## src/rtl/mm_sched.sv

```systemverilog
// mm_sched: sequencing controller for the MAX_DIM x MAX_DIM systolic MAC array.
// Latency: FEED starts the cycle after accept; done_o comes 3n-2+PE_LAT cycles later.
// Backpressure: none; start_i is ignored while busy and nothing is queued.
//
// Ports: clk_i/rst_ni clock and async active-low reset; start_i/abort_i/dim_i/mode_i
// are job control; ovf_i carries the per-PE overflow flags. busy_o, pe_start_o and
// mode_o drive the array. a_/b_ rd_en/k carry the skewed feeder strobes and indices.
// res_capture_o, done_o, err_o and ovf_o report job status.
// Optional: define MM_SCHED_PERF_EN to add the perf_jobs_o/perf_busy_o counters.
module mm_sched #(
  parameter int DATA_WIDTH = 32,
  parameter int BUS_WIDTH  = 64,
  parameter int MAX_DIM    = 4,
  parameter int PE_LAT     = 3,
  parameter int IDXW       = (MAX_DIM > 1) ? $clog2(MAX_DIM) : 1,
  parameter int TW         = $clog2(3*MAX_DIM+PE_LAT)
) (
  input  logic                         clk_i,
  input  logic                         rst_ni,
  input  logic                         start_i,
  input  logic                         abort_i,
  input  logic [IDXW:0]                dim_i,
  input  logic                         mode_i,
  input  logic [MAX_DIM*MAX_DIM-1:0]   ovf_i,
  output logic                         busy_o,
  output logic                         pe_start_o,
  output logic                         mode_o,
  output logic [MAX_DIM-1:0]           a_rd_en_o,
  output logic [MAX_DIM*IDXW-1:0]      a_k_o,
  output logic [MAX_DIM-1:0]           b_rd_en_o,
  output logic [MAX_DIM*IDXW-1:0]      b_k_o,
  output logic                         res_capture_o,
  output logic                         done_o,
  output logic                         err_o,
  output logic                         ovf_o
`ifdef MM_SCHED_PERF_EN
  ,
  output logic [31:0]                  perf_jobs_o,
  output logic [31:0]                  perf_busy_o
`endif
);

  // The feeders are sized from DATA_WIDTH; the array accumulates in BUS_WIDTH.
  if (DATA_WIDTH < 1 || BUS_WIDTH < DATA_WIDTH) begin : g_bad_cfg
    $error("mm_sched: BUS_WIDTH must be at least DATA_WIDTH");
  end

  typedef enum logic [1:0] {S_IDLE, S_FEED, S_DRAIN, S_DONE} state_t;

  state_t              state_q, state_d;
  logic [TW-1:0]       t_q, t_d;
  logic [IDXW:0]       n_q, n_d;
  logic                mode_q, mode_d;
  logic                dim_ok, accept, err_d, kill;
  logic [TW-1:0]       n_t, feed_last, cap_t;
  logic [MAX_DIM-1:0]  en_d;
  logic [MAX_DIM*IDXW-1:0] k_d;
  logic                ovf_any;

  assign dim_ok = (dim_i != '0) && (int'(dim_i) <= MAX_DIM);

  // Phase boundaries of the job being (or about to be) run.
  assign n_t       = TW'(n_d);
  assign feed_last = (n_t << 1) - TW'(2);
  assign cap_t     = n_t * TW'(3) - TW'(3) + TW'(PE_LAT);

  // Abort only cancels a job that is still feeding or draining.
  assign kill = abort_i && (state_q == S_FEED || state_q == S_DRAIN);

  always_comb begin
    state_d = state_q;
    t_d     = t_q;
    n_d     = n_q;
    mode_d  = mode_q;
    accept  = 1'b0;
    err_d   = 1'b0;
    case (state_q)
      S_IDLE: begin
        t_d = '0;
        if (start_i && !abort_i) begin
          if (dim_ok) begin
            accept  = 1'b1;
            state_d = S_FEED;
            n_d     = dim_i;
            mode_d  = mode_i;
          end else begin
            err_d = 1'b1;
          end
        end
      end
      S_FEED: begin
        t_d = t_q + TW'(1);
        if (t_q == feed_last) state_d = S_DRAIN;
      end
      S_DRAIN: begin
        t_d = t_q + TW'(1);
        if (t_q == cap_t) state_d = S_DONE;
      end
      S_DONE: begin
        state_d = S_IDLE;
        t_d     = '0;
      end
      default: begin
        state_d = S_IDLE;
        t_d     = '0;
      end
    endcase
    if (kill) begin
      state_d = S_IDLE;
      t_d     = '0;
    end
  end

  // Row/column i is fed during t = i .. i+n-1 with index t-i; A and B share the rule.
  always_comb begin
    en_d = '0;
    k_d  = '0;
    for (int i = 0; i < MAX_DIM; i++) begin
      if (state_d == S_FEED && i < int'(n_d) &&
          int'(t_d) >= i && int'(t_d) < i + int'(n_d)) begin
        en_d[i]              = 1'b1;
        k_d[i*IDXW +: IDXW]  = IDXW'(int'(t_d) - i);
      end
    end
  end

  // Only PEs inside the active n x n corner contribute to the overflow summary.
  always_comb begin
    ovf_any = 1'b0;
    for (int i = 0; i < MAX_DIM; i++) begin
      for (int j = 0; j < MAX_DIM; j++) begin
        if (i < int'(n_q) && j < int'(n_q)) ovf_any = ovf_any | ovf_i[i*MAX_DIM+j];
      end
    end
  end

  always_ff @(posedge clk_i or negedge rst_ni) begin
    if (!rst_ni) begin
      state_q       <= S_IDLE;
      t_q           <= '0;
      n_q           <= '0;
      mode_q        <= 1'b0;
      busy_o        <= 1'b0;
      pe_start_o    <= 1'b0;
      mode_o        <= 1'b0;
      a_rd_en_o     <= '0;
      a_k_o         <= '0;
      b_rd_en_o     <= '0;
      b_k_o         <= '0;
      res_capture_o <= 1'b0;
      done_o        <= 1'b0;
      err_o         <= 1'b0;
      ovf_o         <= 1'b0;
    end else begin
      state_q       <= state_d;
      t_q           <= t_d;
      n_q           <= n_d;
      mode_q        <= mode_d;
      // Outputs are registered from the next state so they line up with t.
      busy_o        <= (state_d != S_IDLE);
      pe_start_o    <= (state_d == S_FEED) || (state_d == S_DRAIN);
      mode_o        <= (state_d != S_IDLE) ? mode_d : 1'b0;
      a_rd_en_o     <= en_d;
      a_k_o         <= k_d;
      b_rd_en_o     <= en_d;
      b_k_o         <= k_d;
      res_capture_o <= (state_d == S_DRAIN) && (t_d == cap_t);
      done_o        <= (state_d == S_DONE);
      err_o         <= err_d;
      // res_capture_o high marks the capture cycle itself.
      if (accept || kill)     ovf_o <= 1'b0;
      else if (res_capture_o) ovf_o <= ovf_any;
    end
  end

`ifdef MM_SCHED_PERF_EN
  always_ff @(posedge clk_i or negedge rst_ni) begin
    if (!rst_ni) begin
      perf_jobs_o <= '0;
      perf_busy_o <= '0;
    end else begin
      if (done_o && perf_jobs_o != '1) perf_jobs_o <= perf_jobs_o + 32'd1;
      if (busy_o && perf_busy_o != '1) perf_busy_o <= perf_busy_o + 32'd1;
    end
  end
`endif

endmodule

```

## config.mk

```make
export PLATFORM = sky130hd
export DESIGN_NAME = mm_sched
export DESIGN_NICKNAME = d
export VERILOG_FILES = /design/src/rtl/mm_sched.sv
export SDC_FILE = /design/constraint.sdc
export NUM_CORES = 1
export LEC_CHECK = 0
export BUFFER_PORTS_ARGS = -buffer_cell sky130_fd_sc_hd__buf_4
export CAP_MARGIN = 25
export CORE_MARGIN = 10
export CORE_UTILIZATION = 53
export CTS_CLUSTER_DIAMETER = 200
export CTS_CLUSTER_SIZE = 40
export DETAILED_ROUTE_END_ITERATION = 10
export HOLD_SLACK_MARGIN = 0.08
export PLACE_DENSITY = 0.81
export SLEW_MARGIN = 20
export SYNTH_ARGS = -nofsm -noshare
export SYNTH_HDL_FRONTEND = slang
export SYNTH_SLANG_ARGS = --single-unit
```

## constraint.sdc

```tcl
create_clock -name clk_i -period 4.8 [get_ports clk_i]
set_input_delay 0.96 -clock clk_i [delete_from_list [all_inputs] [get_ports clk_i]]
set_output_delay 0.96 -clock clk_i [all_outputs]
set_load 0.01 [all_outputs]
```

== Word level (Yosys, flattened, before mapping) ==
Index checks and enable logic that the tools add are counted.
Word-level totals
  bits in writable memories: 0
  ROM bits: 0
  word-level logic and storage cells: 142
  register bits: 29
  memories kept: 0
  bits in latches: 0
Cells by class
  shift operators: 0
  reduce and logical (&&, ||, !) cells: 31
  magnitude comparators: 16
  multiplexer cells: 47
  eq/ne operators: 9
  divide/modulo/power cells: 0
  bitwise gates (word level): 15
  $mul: 1
  add/subtract/negate cells: 10
Operator list (count)
  $mux 1: 32
  $logic_and 1x1->1: 21
  $mux 2: 9
  $or 1x1->1: 15
  $eq 4x4->1: 3
  $lt 1x3->1 const A: 4
  $lt 2x3->1 const A: 4
  $lt 4x4->1: 3
  $mux 3: 3
  $add 2x3->4 const A: 2
  $eq 2x2->1 const B: 4
  $ge 4x2->1 const B: 2
  $pmux 2 s4: 1
  $pmux 4 s2: 1
  $sub 4x2->4 const B: 2
  $add 1x3->4 const A: 1
  $add 4x1->4 const B: 1
  $add 4x2->4 const B: 1
  $eq 2x1->1 const B: 2
  $ge 4x1->1 const B: 1
  $lt 4x3->1: 1
  $mul 3x2->4 const B: 1
  $mux 4: 1
  $reduce_bool 2->1: 2
  other kinds (8): 12

== Logic depth before layout (Yosys ltp) ==
Gate-level depths: netlist (run 1).
  word-level depth: 34
  mapped depth: 18
  depth with buffers taken out: 18

== Worst setup path after synthesis (run 1) ==
Ideal clock, no wire load.
  kind: input-to-reg
  from: in dim_i[0]
  to: reg b_k_o[4]
  arrival time: 4.531 ns
  stages on the path: 17
  setup slack: 0.193 ns
  setup time: 0.076 ns
  path buffers: 0
  cells stage by stage: or2_4 -> xor2_1 -> nand2_2 -> mux2i_1 -> inv_1 -> ha_1 -> inv_1 -> fa_1 -> xor2_1 -> o2111ai_1 -> a2111oi_2 -> a221o_1 -> ha_1 -> nand2b_1 -> a211oi_1 -> o311ai_0 -> nor2_1
On the way
  word-level cells in the longest chain between the ends: 17
  elaborated cells between the ends (all ways): 26
  those cells by class: add/sub: 4; mul: 1; order compare: 3; eq/ne: 3; mux: 10; reduce/logical: 5
RTL lines
  start, declared: RTL line 22  | input logic [IDXW:0] dim_i,
  $le 3x3->1 or $reduce_bool 3->1 (tied branches): RTL line 60  | assign dim_ok = (dim_i != '0) && (int'(dim_i) <= MAX_DIM);
  $logic_and 1x1->1 *: RTL line 60
  $mux 3 *: RTL line 81  | if (dim_ok) begin
  $mux 3 *: RTL line 80  | if (start_i && !abort_i) begin
  $mux 3 *: RTL line 77  | case (state_q)
  via n_d[1]: RTL line 52  | logic [IDXW:0] n_q, n_d;
  $mul 3x2->4: RTL line 65  | assign cap_t = n_t * TW'(3) - TW'(3) + TW'(PE_LAT);
  $sub 4x2->4: RTL line 65
  [3 not listed]
  $pmux 2 s4 *: RTL line 77
  $mux 2 *: RTL line 108  | if (kill) begin
  via state_d[0]: RTL line 50  | state_t state_q, state_d;
  $eq 2x1->1 *: RTL line 119  | if (state_d == S_FEED && i < int'(n_d) &&
  $logic_and 1x1->1 * (2 in a row): RTL line 119
  $logic_and 1x1->1 *: RTL line 120  | int'(t_d) >= i && int'(t_d) < i + int'(n_d)) begin
  $mux 2 *: RTL line 119
  via k_d[4]: RTL line 57  | logic [MAX_DIM*IDXW-1:0] k_d;
  end signal, assigned: RTL line 166  | b_k_o <= k_d;
  end, declared: RTL line 31  | output logic [MAX_DIM*IDXW-1:0] b_k_o,
Mark *: on every way through the listed nets, which the timed path passes. The rest lies on a longest branch.
A chain may end at the register's enable or synchronous reset.

== Worst setup path in the final report (run 1) ==
  from: in dim_i[0]
  to: reg b_k_o[5]
Same word-level chain as after synthesis.

==> flow_summary.json, run 1 <==
{
  "status": "finished clean",
  "grt_pass1_vias": 1550,
  "async_flop_share_pct": 100,
  "synthToLayoutAreaGrowth_pct": 25.3,
  "pre_cts_slack_ps": 39.6,
  "finalHoldViolCount": 0,
  "drc": 0,
  "grt_pass1_wl_um": 7790,
  "endpoint": "b_k_o[5]",
  "netSwitchingPower_w": 0.000420,
  "synth_area_per_cell_um2": 10.3,
  "worstMarginPinSlew_ps": 647,
  "worstHoldPathType": "reg -> reg",
  "rrSetupSlack_ps": 450,
  "crit_chain": "buf_4, or2_4, xor2_1, nand2_2, mux2i_1, inv_1, ha_1, inv_1, fa_1, xor2_1, o2111ai_1, a2111oi_2, a221o_1, ha_1, nand2b_1, a211oi_1, o311ai_0, nor2_1",
  "r2r-start": "state_q[0]",
  "die_area_um2": 6770,
  "worst_slack_ps": 291,
  "ys.flop_type": "dfrtp_1",
  "slowest_stage": "fa_1",
  "antenna_found_initial": 0,
  "ys_warn_count": 0,
  "worstSetupEndpointType": "flop",
  "syn_area_um2": 2060,
  "cp-startpoint": "dim_i[0]",
  "clock_skew_ps": 6.10,
  "cts_hold_buf": 0,
  "std_cell_rows": 22,
  "track_usage_pct": 15.0,
  "placed_area_um2": 2450,
  "tritoncts": "done",
  "powerDensity_nw_per_um2": 433,
  "final_common_cell": "buf_4",
  "cts_root_buf": "clkbuf_8",
  "core_region_area_um2": 3720,
  "n_antenna_cell": 0,
  "clock_path_buffers": 2,
  "final_cell_mix": "buf_4 (58), ha_1 (31), dfrtp_1 (29), inv_1 (17), nor2_1 (14)",
  "min_period_ps": 4510,
  "p_seq_share_pct": 28.0,
  "grt_max_degree": 30,
  "worstPathArrival_ps": 4720,
  "initial_utilization_pct": 55.3,
  "finalMaxSlewViolations": 0,
  "required_ps": 5010,
  "first_pass_iters": 4,
  "internal-power_w": 0.000696,
  "nets": 307,
  "pin_count": 55,
  "htreeDepth": 2,
  "cts_sinks": 29,
  "clk-insertion-delay-late_ps": 280,
  "start_kind": "input pin",
  "drv_cap": 0,
  "leakagePower_nw": 1.35,
  "swShare_pct": 37.6,
  "vdd_drop_max_v": 0.000205,
  "setup_viol_count_final": 0,
  "ys_types": 50,
  "clk_pin_slew_ps": 70,
  "overflow": 0,
  "dieWidth_um": 82.3,
  "ant_nets": 0,
  "maxSlewHeadroom_pct": 56.3,
  "synth_edf_count": 0,
  "vias_per_cell": 5.49,
  "drive_above_1_share_pct": 31.3,
  "drt-total-wl_um": 4880,
  "crit_type": "in -> reg",
  "r2r_end": "b_k_o[5]",
  "max_stage_delay_ps": 450,
  "first_iter_violations": 113,
  "die_y_um": 82.3,
  "cp_max_fo": 5,
  "place_hpwl_um": 3990,
  "rsz0062_at_grt": "false",
  "cts-buffers-inserted": 5,
  "synth-seq-area-share_pct": 35.3,
  "postSynthCellCount": 199,
  "max_freq_mhz": 222,
  "gp_congestion": 0.872,
  "final_area_um2": 2580,
  "p_comb_share_pct": 48.5,
  "yosys_register_bits": 29,
  "synth_fp_nets": 255,
  "port_buffers": 54,
  "pwr-share-clk_pct": 23.5,
  "vias": 1646,
  "finalCritPeriodShare_pct": 93.9,
  "rr_worst_depth": 18,
  "tns_ps": 0,
  "routedWlPerCell_um": 16.3
}
## worst min-delay path by stage
stage / from / endpoint / cells past startpoint
after floorplan: mode_q / mode_q / 1
after global placement: res_capture_o / ovf_o / 1
after detailed placement: res_capture_o / ovf_o / 1
after CTS: res_capture_o / ovf_o / 1
after global routing: res_capture_o / ovf_o / 1
final: res_capture_o / ovf_o / 1
## power groups by stage
stage	sequential (W)	clock [W]	combinational [W]
2_1_floorplan	0.000323	0	0.000359
3_3_place_gp	0.000316	0	0.000520
3_5_place_dp	0.000318	0	0.000531
4_1_cts	0.000313	0.000266	0.000537
5_1_grt	0.000319	0.000280	0.000600
6_report	0.000313	0.000262	0.000541
## per-stage QoR
step	hold slack [ps]	power (W)	util (%)	cells
3_3_place_gp	478	0.000836	65.9	291
5_1_grt	537	0.00120	69.3	300
2_1_floorplan	464	0.000682	-	199
4_1_cts	491	0.00112	69.1	299
3_5_place_dp	483	0.000849	65.9	291
6_report	493	0.00112	69.3	300
## cell type report
class	count	area, µm²
Inverter	17	63.8
Timing Repair Buffer	58	435
Tap cell	48	60.1
Clock inverter	2	37.5
Sequential cell	29	726
Clock buffer	6	82.6
Multi-Input combinational cell	140	1170
Fill cell	290	1140
## per-layer routing
layer	GRT usage, %	up-vias	part of all wire (%)
li1	-	787	-
met1	18.3	785	42
met2	24.0	65	48
met3	4.21	9	8.6
met4	7.14	0	1.8
met5	0	-	0
## Yosys cell counts, types with 2 or more instances
| cell type | count | area (µm²) |
|---|---|---|
| a211oi_1 | 2 | 15.0 |
| a21oi_1 | 5 | 25.0 |
| a221o_1 | 2 | 20.0 |
| a221oi_1 | 2 | 17.5 |
| a22oi_1 | 2 | 15.0 |
| a31oi_1 | 2 | 12.5 |
| and2_1 | 3 | 18.8 |
| and2b_1 | 2 | 15.0 |
| buf_4 | 12 | 90.1 |
| dfrtp_1 | 29 | 726 |
| ha_1 | 31 | 388 |
| inv_1 | 17 | 63.8 |
| nand2_1 | 10 | 37.5 |
| nand2b_1 | 3 | 18.8 |
| nand3b_1 | 2 | 15.0 |
| nor2_1 | 14 | 52.6 |
| nor2b_1 | 5 | 31.3 |
| nor4_1 | 3 | 18.8 |
| o21a_1 | 2 | 15.0 |
| o21ai_0 | 5 | 25.0 |
| o21ai_2 | 2 | 17.5 |
| o311ai_0 | 2 | 17.5 |
| xnor2_1 | 8 | 70.1 |
| xor2_1 | 8 | 70.1 |
## logic make-up after synthesis
| logic type | synth area share (%) |
|---|---|
| xor+xnor | 7.61 |
| buf+inv | 7.73 |
| fa+ha+maj | 19.8 |
| simple gates | 14.0 |
| compound gates | 14.3 |
| flops | 35.3 |
| mux | 1.22 |
## flip-flops by register name (all words and copies together), names as in the netlist
name           flops
b_k_o              8
b_rd_en_o          4
busy_o             1
done_o             1
err_o              1
mode_o             1
mode_q             1
n_q                3
ovf_o              1
pe_start_o         1
res_capture_o      1
state_q            2
t_q                4
## critical path: cells and delay by family
kind / cells / cell delay, ps
AO/OA/AOI/OAI: 5 / 1240
XOR/XNOR: 2 / 370
adder cells (fa/ha/maj): 3 / 920
buffers and inverters: 3 / 370
multiplexers: 1 / 230
AND/OR/NAND/NOR: 4 / 640
## repair_timing
action                     CTS  global route
setup endpoints to repair    0             2
resized for setup            0             0
setup buffers                0             1
Note: power is estimated with default switching activity, not from simulation.
==> run 2, diff against run 1 <==
--- a/config.mk
+++ b/config.mk
@@ -8,12 +8,13 @@
 export BUFFER_PORTS_ARGS = -buffer_cell sky130_fd_sc_hd__buf_4
 export CAP_MARGIN = 25
 export CORE_MARGIN = 10
-export CORE_UTILIZATION = 53
+export CORE_UTILIZATION = 55
+export CTS_BUF_LIST = sky130_fd_sc_hd__clkbuf_4 sky130_fd_sc_hd__clkbuf_8
 export CTS_CLUSTER_DIAMETER = 200
 export CTS_CLUSTER_SIZE = 40
 export DETAILED_ROUTE_END_ITERATION = 10
 export HOLD_SLACK_MARGIN = 0.08
-export PLACE_DENSITY = 0.81
+export PLACE_DENSITY = 0.84
 export SLEW_MARGIN = 20
 export SYNTH_ARGS = -nofsm -noshare
 export SYNTH_HDL_FRONTEND = slang
==> flow_summary.json, run 2 (synthesis gave the netlist of run 1 again) <==
{
  "cts_hold_buf": 0,
  "required_ps": 5020,
  "clk-insertion-delay-late_ps": 290,
  "vias_per_cell": 5.45,
  "pin_count": 55,
  "routedWlPerCell_um": 17.0,
  "drv_cap": 0,
  "top_regs": "b_k_o: 8 flops, b_rd_en_o: 4 flops, t_q: 4 flops",
  "drive_above_1_share_pct": 31.3,
  "finalMaxSlewViolations": 0,
  "clk_pin_slew_ps": 70,
  "die_area_um2": 6580,
  "finalCritPeriodShare_pct": 93.7,
  "first_pass_iters": 4,
  "vdd_drop_max_v": 0.000236,
  "powerDensity_nw_per_um2": 438,
  "worstPathArrival_ps": 4720,
  "grt_pass1_vias": 1658,
  "core_region_area_um2": 3630,
  "gp_congestion": 0.894,
  "cp_max_fo": 5,
  "std_cell_rows": 22,
  "htreeDepth": 2,
  "die_y_um": 81.1,
  "antenna_found_initial": 0,
  "status": "finished clean",
  "clock_path_buffers": 2,
  "met3_length_um": 485,
  "track_usage_pct": 15.8,
  "vias": 1634,
  "top_register": "b_k_o",
  "maxSlewHeadroom_pct": 49.7,
  "finalHoldViolCount": 0,
  "synthToLayoutAreaGrowth_pct": 25.3,
  "first_iter_violations": 60,
  "worstSetupEndpointType": "flop",
  "grt_pass1_wl_um": 8090,
  "ant_nets": 0,
  "rsz0062_at_grt": "false",
  "drc": 0,
  "port_buffers": 54,
  "min_period_ps": 4500,
  "fin_util_pct": 70.9,
  "largest_reg_flops": 8,
  "nets": 307,
  "drt-total-wl_um": 5100,
  "max_freq_mhz": 222,
  "setup_viol_count_final": 0,
  "n_antenna_cell": 0,
  "crit_type": "in -> reg",
  "initial_utilization_pct": 56.6,
  "final_common_cell": "buf_4",
  "start_kind": "input pin",
  "cts_root_buf": "clkbuf_8",
  "dr_wl_met2_um": 2510,
  "dr.max_layer_used": "met4",
  "leakagePower_nw": 1.36,
  "drt-met1-wl_um": 2000,
  "cts.repair.resized": 0,
  "clock_skew_ps": 10.4,
  "tns_ps": 0,
  "dieWidth_um": 81.1,
  "grt_max_degree": 30,
  "tritoncts": "done",
  "final_cell_mix": "buf_4 (58), ha_1 (31), dfrtp_1 (29), inv_1 (17), nor2_1 (14)",
  "cts_sinks": 29,
  "worstMarginPinSlew_ps": 744,
  "worstHoldPathType": "reg -> reg",
  "overflow": 0,
  "cts-buffers-inserted": 5,
  "place_hpwl_um": 3960
}
[run 2: cell counts in the layout (fill, tap and decap cells not counted)]
Identical to the previous run, type by type.
[run 2: final cells by class]
| cell class | instances | area, µm² |
|---|---|---|
| Clock buffer | 6 | 82.6 |
| Inverter | 17 | 63.8 |
| Clock inverter | 2 | 37.5 |
| Sequential cell | 29 | 726 |
| Tap cell | 48 | 60.1 |
| Multi-Input combinational cell | 140 | 1170 |
| Fill cell | 285 | 1060 |
| Timing Repair Buffer | 58 | 435 |
[run 2: timing repair]
action                                  in CTS  in global routing
setup buffers                                0                  1
endpoints found under the setup margin       0                  4
hold endpoints to repair                     0                  0
[run 2: where the power goes]
| part | total, W | switching (W) | internal, W |
|---|---|---|---|
| registers | 0.000313 | 0.0000259 | 0.000287 |
| logic | 0.000548 | 0.000310 | 0.000238 |
| clock network | 0.000268 | 0.0000992 | 0.000169 |
| total | 0.00113 | 0.000435 | 0.000693 |
[run 2: routing by layer]
metal,vias to the layer above,global-route usage (%)
met4,0,5.88
li1,784,-
met1,781,16.5
met3,13,6.40
met5,-,0
met2,56,27.9
[run 2: worst max-delay path, cell delays in order]
cell and delay (ps):
buf_4 140, or2_4 270, xor2_1 210, nand2_2 120
mux2i_1 210, inv_1 130, ha_1 250, inv_1 80
fa_1 450, xor2_1 180, o2111ai_1 170, a2111oi_2 300
a221o_1 280, ha_1 240, nand2b_1 100, a211oi_1 240
o311ai_0 250, nor2_1 150
[run 2: worst paths after layout]
kind	depth (start not counted)	from	slack (ps)	endpoint
min in group asynchronous	1	rst_ni	580	b_rd_en_o[1]
worst min-delay path	1	res_capture_o	480	ovf_o
worst max-delay path	18	dim_i[0]	300	b_k_o[4]
max in group asynchronous	1	rst_ni	3930	state_q[1]
worst min register to register	1	res_capture_o	480	ovf_o
worst max register to register	18	state_q[0]	390	b_k_o[4]
[run 2: through the flow]
step / worst slack (ps) / hold slack (ps) / instance area, µm² / cells / power [W]
final: 301 / 481 / 2580 / 300 / 0.00113
after global routing: 19.4 / 511 / 2580 / 300 / 0.00121
after CTS: 213 / 485 / 2570 / 299 / 0.00113
after detailed placement: 25.6 / 479 / 2450 / 291 / 0.000852
after global placement: 237 / 474 / 2450 / 291 / 0.000833
after floorplan: 193 / 464 / 2060 / 199 / 0.000682
